<file path="src/rtl/acl_spi_pkg.sv">
// rtl/acl_spi_pkg.sv - shared types and constants for the accelerometer SPI slot core
package acl_spi_pkg;

    typedef enum logic [1:0] {
        IDLE     = 2'd0,
        CPHA_DLY = 2'd1,
        P0       = 2'd2,
        P1       = 2'd3
    } spi_state_e;

    localparam logic [1:0] REG_STATUS = 2'd0;
    localparam logic [1:0] REG_SS     = 2'd1;
    localparam logic [1:0] REG_WR     = 2'd2;
    localparam logic [1:0] REG_CTRL   = 2'd3;

    localparam int CTRL_DVSR_LSB = 0;
    localparam int CTRL_DVSR_MSB = 15;
    localparam int CTRL_CPOL_BIT = 16;
    localparam int CTRL_CPHA_BIT = 17;

    // SCLK level held while in a given state; IDLE and CPHA_DLY sit at the idle polarity.
    function automatic logic sclk_level(spi_state_e st, logic cpol, logic cpha);
        logic p_clk;
        p_clk = ((st == P1) && !cpha) || ((st == P0) && cpha);
        return p_clk ^ cpol;
    endfunction

endpackage

</file>
<file path="src/rtl/spi_engine.sv">
// rtl/spi_engine.sv - byte-wide full-duplex SPI master FSM, divider and shifters
module spi_engine
    import acl_spi_pkg::*;
(
    input  logic        clk,
    input  logic        reset_n,
    input  logic        start_i,
    input  logic [7:0]  din_i,
    input  logic [15:0] dvsr_i,
    input  logic        cpol_i,
    input  logic        cpha_i,
    input  logic        miso_i,
    output logic [7:0]  dout_o,
    output logic        ready_o,
    output logic        sclk_o,
    output logic        mosi_o
);

    spi_state_e  state_q;
    logic [15:0] cnt_q;
    logic [2:0]  bit_q;
    logic [7:0]  tx_q;
    logic [7:0]  rx_q;
    logic [7:0]  dout_q;
    logic        ready_q;
    logic        sclk_q;
    logic [15:0] dvsr_w_q;
    logic        cpol_w_q;
    logic        cpha_w_q;
    logic        last;

    assign last = (cnt_q == dvsr_w_q);

    always_ff @(posedge clk or negedge reset_n) begin
        if (!reset_n) begin
            state_q  <= IDLE;
            cnt_q    <= '0;
            bit_q    <= '0;
            tx_q     <= '0;
            rx_q     <= '0;
            dout_q   <= '0;
            ready_q  <= 1'b1;
            sclk_q   <= 1'b0;
            dvsr_w_q <= '0;
            cpol_w_q <= 1'b0;
            cpha_w_q <= 1'b0;
        end else if (state_q == IDLE) begin
            sclk_q <= cpol_i;
            if (start_i) begin
                // Working copies keep a mid-transfer ctrl write from disturbing this byte.
                dvsr_w_q <= dvsr_i;
                cpol_w_q <= cpol_i;
                cpha_w_q <= cpha_i;
                tx_q     <= din_i;
                bit_q    <= '0;
                cnt_q    <= '0;
                ready_q  <= 1'b0;
                state_q  <= cpha_i ? CPHA_DLY : P0;
            end
        end else if (!last) begin
            cnt_q <= cnt_q + 16'd1;
        end else begin
            cnt_q <= '0;
            if (state_q == CPHA_DLY) begin
                state_q <= P0;
                sclk_q  <= sclk_level(P0, cpol_w_q, cpha_w_q);
            end else if (state_q == P0) begin
                rx_q    <= {rx_q[6:0], miso_i};
                state_q <= P1;
                sclk_q  <= sclk_level(P1, cpol_w_q, cpha_w_q);
            end else begin
                tx_q <= {tx_q[6:0], 1'b0};
                if (bit_q == 3'd7) begin
                    state_q <= IDLE;
                    ready_q <= 1'b1;
                    dout_q  <= rx_q;
                    sclk_q  <= cpol_w_q;
                end else begin
                    bit_q   <= bit_q + 3'd1;
                    state_q <= P0;
                    sclk_q  <= sclk_level(P0, cpol_w_q, cpha_w_q);
                end
            end
        end
    end

    assign dout_o  = dout_q;
    assign ready_o = ready_q;
    assign sclk_o  = sclk_q;
    assign mosi_o  = tx_q[7];

endmodule

</file>
<file path="src/rtl/acl_spi_core.sv">
// rtl/acl_spi_core.sv - MMIO slot wrapper: register decode, slave selects, ctrl and status
module acl_spi_core
    import acl_spi_pkg::*;
#(
    parameter int          N_SS     = 1,
    parameter logic [15:0] DVSR_RST = 16'd49
) (
    input  logic            clk,
    input  logic            reset_n,
    input  logic            cs,
    input  logic            read,
    input  logic            write,
    input  logic [4:0]      addr,
    input  logic [31:0]     wr_data,
    output logic [31:0]     rd_data,
    output logic            spi_sclk,
    output logic            spi_mosi,
    input  logic            spi_miso,
    output logic [N_SS-1:0] spi_ss_n
);

    logic [N_SS-1:0] ss_n_q;
    logic [15:0]     dvsr_q;
    logic            cpol_q;
    logic            cpha_q;
    logic            wr_en;
    logic            start;
    logic            ready;
    logic [7:0]      rx_byte;
    logic            unused_ok;

    assign wr_en = cs & write;
    assign start = wr_en && (addr[1:0] == REG_WR);

    // Reads have no side effects and only addr[1:0] is decoded.
    assign unused_ok = &{1'b0, read, addr[4:2], wr_data[31:18]};

    always_ff @(posedge clk or negedge reset_n) begin
        if (!reset_n) begin
            ss_n_q <= '1;
            dvsr_q <= DVSR_RST;
            cpol_q <= 1'b0;
            cpha_q <= 1'b0;
        end else if (wr_en) begin
            if (addr[1:0] == REG_SS) begin
                ss_n_q <= wr_data[N_SS-1:0];
            end
            if (addr[1:0] == REG_CTRL) begin
                dvsr_q <= wr_data[CTRL_DVSR_MSB:CTRL_DVSR_LSB];
                cpol_q <= wr_data[CTRL_CPOL_BIT];
                cpha_q <= wr_data[CTRL_CPHA_BIT];
            end
        end
    end

    spi_engine u_engine (
        .clk     (clk),
        .reset_n (reset_n),
        .start_i (start),
        .din_i   (wr_data[7:0]),
        .dvsr_i  (dvsr_q),
        .cpol_i  (cpol_q),
        .cpha_i  (cpha_q),
        .miso_i  (spi_miso),
        .dout_o  (rx_byte),
        .ready_o (ready),
        .sclk_o  (spi_sclk),
        .mosi_o  (spi_mosi)
    );

    assign rd_data  = {23'b0, ready, rx_byte};
    assign spi_ss_n = ss_n_q;

endmodule

</file>
<file path="config.mk">
export PLATFORM = sky130hd
export DESIGN_NAME = acl_spi_core
export DESIGN_NICKNAME = d
export VERILOG_FILES = /design/src/rtl/acl_spi_pkg.sv /design/src/rtl/spi_engine.sv /design/src/rtl/acl_spi_core.sv
export SDC_FILE = /design/constraint.sdc
export NUM_CORES = 1
export LEC_CHECK = 0
export CORE_ASPECT_RATIO = 1.25
export CORE_MARGIN = 2
export CORE_UTILIZATION = 45
export DETAILED_ROUTE_END_ITERATION = 10
export GPL_ROUTABILITY_DRIVEN = 0
export PLACE_DENSITY = 0.72
export SETUP_SLACK_MARGIN = 0.1
export SYNTH_ARGS = -nofsm -noshare
export SYNTH_HDL_FRONTEND = slang
export SYNTH_SLANG_ARGS = --single-unit
</file>
<file path="constraint.sdc">
create_clock -name clk -period 5.6 [get_ports clk]
set_input_delay 0.84 -clock clk [delete_from_list [all_inputs] [get_ports clk]]
set_output_delay 0.84 -clock clk [all_outputs]
set_load 0.02 [all_outputs]
</file>
==> out/results.txt <==
outcome: finished, final reports clean
Die X: 90.1 microns
Initial Util: 46.0%
post-synth cell types: 49
H-tree depth: 3
Main synth FF type: dfrtp_1
Remaining DRCs: 0
largest net degree at the start of global routing: 85
Post-synth EDFFs: 0
ant diodes: 0
reg-to-reg critical path endpoint: u_engine.dout_o[0]
CTS Hold Bufs: 0
vias in the first global route: 2636
GR Util met3: 4.53%
maxcap violations: 0
HP Class: flop to flop
r2r worst-path depth: 5
max-slew violation count: 0
CP Class: flop to flop
I/O pins: 78
CP arrival: 3.27 ns
Max Clock Freq: 329 MHz
Yosys reg bits: 84
Vias: 2708
simple-gate share of the synthesized area: 10.1%
setup TNS: 0 ns
largest family of logic cells by synthesized area: multiplexers
Worst R2R Setup Slack: 2.56 ns
Seq/Total Area, Yosys: 50.5%
Worst Path Required: 5.83 ns
Yosys warning count: 0
GRT Residual Overflow: 0
Avg WL per Cell: 14.9 microns
critical path launch point type: flop
CTS tree: yes
FFs w/ async S/R, synth: 100%
Pleak: 2.23 nW
clock-pin slew on the worst setup and hold paths: 0.06 ns
drt first pass iters: 4
Worst setup endpoint: u_engine.dout_o[0]
Critical Path Start: u_engine.cnt_q[5]
Num CTS Buffers: 9
CP cell instances: xnor2_1 > nand4_1 > or4_1 > or4_1 > mux2_4
Resize count post-CTS: 0
post-place instance area: 4520 sq um
Post-Synth Adder-Cell Area: 1.80%
global-route wire length before repair: 13000 microns
Die Area: 10100 sq um
reg2reg start: u_engine.cnt_q[5]
initial detailed-routing violation count: 150
slowest CP cell: or4_1
Final Critical Period: 3.04 ns
Critical Path Fanout Max: 12
peak supply drop: 0.000201 V
Crit. End Element: flop
setup bufs post-CTS: 0
CTS Buffer Depth: 2
number of stages on the worst setup path: 5
slowest stage delay, CP: 0.83 ns
cell with the most instances on the worst path: or4_1
average via count per standard cell: 5.36
met1 Use GR: 20.7%
Die Y: 112 microns
Clock Latency Late Sink: 0.34 ns
post-synthesis mux area share: 15.9%
post-synthesis xor/xnor area fraction: 3.75%
final HPWL from detailed placement: 5140 microns
Total Wirelength: 7540 microns
cell family with most CP delay: simple AND/OR/NAND/NOR gates
Post-DRT Antenna Nets: 0
CTS sink count: 84
max_slew headroom: 30.1%
share of cells above drive strength 1: 22.0%
RSZ-0062 raised after global routing: no
Slew @ Worst Pin: 1.05 ns
power density cells: 301 nW/um^2
Synth Instances: 347
Core Area: 9080 sq um
antenna violations before repair: 0
GRT met2 Usage: 25.9%
Clock Skew: 0.00469 ns
num rows: 39
post-layout util: 53.9%
GR peak layer: met2
Mean Syn Cell Area: 12.0 sq um
Syn Std Cell Area: 4170 sq um
Tot GR Track Use: 16.1%
Final Setup Violations: 0
# nets final: 426
Compound-Gate Fraction of Synth Area: 10.4%
Root Buffer: clkbuf_16
CP bufs+invs: 0
fin area: 4890 sq um
Layout area overhead: 17.2%
input/output buffers: 36
final hold violation count: 0
final worst-path cycle share: 54.3%
stage by stage:
stage	worst slack (ns)	instances	hold slack, ns	total power (W)
3_5_place_dp	2.42	489	0.479	0.000750
6_report	2.56	505	0.487	0.00147
5_1_grt	2.43	505	0.514	0.00153
4_1_cts	2.58	505	0.489	0.00149
3_3_place_gp	2.51	489	0.469	0.000746
2_1_floorplan	3.26	369	0.459	0.000720
placed cells by master (no fill, tap or decap), types with 3 or more instances in the layout:
cell type	synthesis	routed
nand4_1	8	8
xnor2_1	16	16
o22a_1	6	6
or4_1	3	3
nand3_1	14	14
a21o_1	3	3
mux2_2	35	35
nor3_1	3	3
or3_1	4	4
bufinv_16	0	4
a21oi_1	7	7
mux2i_1	3	3
o21ai_0	14	14
dfstp_2	5	5
and4_1	3	3
conb_1	1	23
o311ai_0	8	8
o221a_2	6	6
clkdlybuf4s50_1	0	35
mux2_4	16	16
and3_1	3	3
clkbuf_16	0	9
ha_1	6	6
nor3b_1	4	4
inv_1	10	10
nand2b_1	3	3
nand2_1	20	20
dfrtp_1	79	79
cell type report:
type	instances	area, sq um
multi-input combinational	234	1850
fill	778	4190
inverter	11	41.3
clock buffer	10	239
sequential	84	2110
clock inverter	6	134
timing repair buffer	37	365
tap	123	154
registers in the layout, indices dropped and copies added, names as in the netlist:
register	flops
u_engine.cpha_w_q	1
u_engine.tx_q	8
cpol_q	1
u_engine.ready_o	1
u_engine.rx_q	8
spi_ss_n	1
u_engine.dvsr_w_q	16
dvsr_q	16
u_engine.dout_o	8
u_engine.cpol_w_q	1
u_engine.cnt_q	16
u_engine.bit_q	3
u_engine.state_q	2
u_engine.sclk_o	1
cpha_q	1
logic make-up after synthesis:
| kind of cell | Yosys count |
|---|---|
| AO/OA/AOI/OAI | 58 |
| XOR/XNOR | 17 |
| adder cells (fa/ha/maj) | 6 |
| buffers and inverters | 51 |
| flip-flops | 84 |
| multiplexers | 54 |
| other | 1 |
| AND/OR/NAND/NOR | 76 |
cells in the mapped netlist (all sizes together) (4+ instances only):
cell	n	area, sq um
inv	10	37.5
dfrtp	79	1980
nor3b	4	30.0
or3	4	25.0
ha	6	75.1
xnor2	17	156
dfstp	5	131
nand2	20	75.1
a21oi	7	35.0
clkbuf	11	41.3
o311ai	8	70.1
o221a	6	67.6
mux2	51	634
o21ai	14	70.1
nand4	8	50.1
buf	29	224
o22a	6	52.6
nand3	14	70.1
worst min-delay path by stage:
stage                    from  cells after the start  slack, ns         to
finish              dvsr_q[0]                      2       0.49  dvsr_q[0]
global route        dvsr_q[0]                      2       0.51  dvsr_q[0]
CTS                 dvsr_q[0]                      2       0.49  dvsr_q[0]
detailed placement  dvsr_q[0]                      2       0.48  dvsr_q[0]
global placement    dvsr_q[0]                      2       0.47  dvsr_q[0]
floorplan           dvsr_q[0]                      2       0.46  dvsr_q[0]
power by group:
group	switching (W)	internal, W
Sequential	0.0000156	0.000641
Combinational	0.0000410	0.0000396
Clock	0.000240	0.000494
worst reg2reg max path, delay by kind of cell, from the launching register on:
family	cells	cell delay [ns]
XOR/XNOR	1	0.22
AND/OR/NAND/NOR	3	1.87
multiplexers	1	0.40
flip-flops	1	0.45
metal layers:
| metal | part of all wire, % | wire, microns | up-vias |
|---|---|---|---|
| met1 | 44 | 3330 | 1351 |
| met5 | 0 | 0 | - |
| li1 | - | - | 1283 |
| met4 | 2.1 | 161 | 0 |
| met3 | 4.0 | 302 | 12 |
| met2 | 50 | 3750 | 62 |
Note: power is estimated with default switching activity, not from simulation.
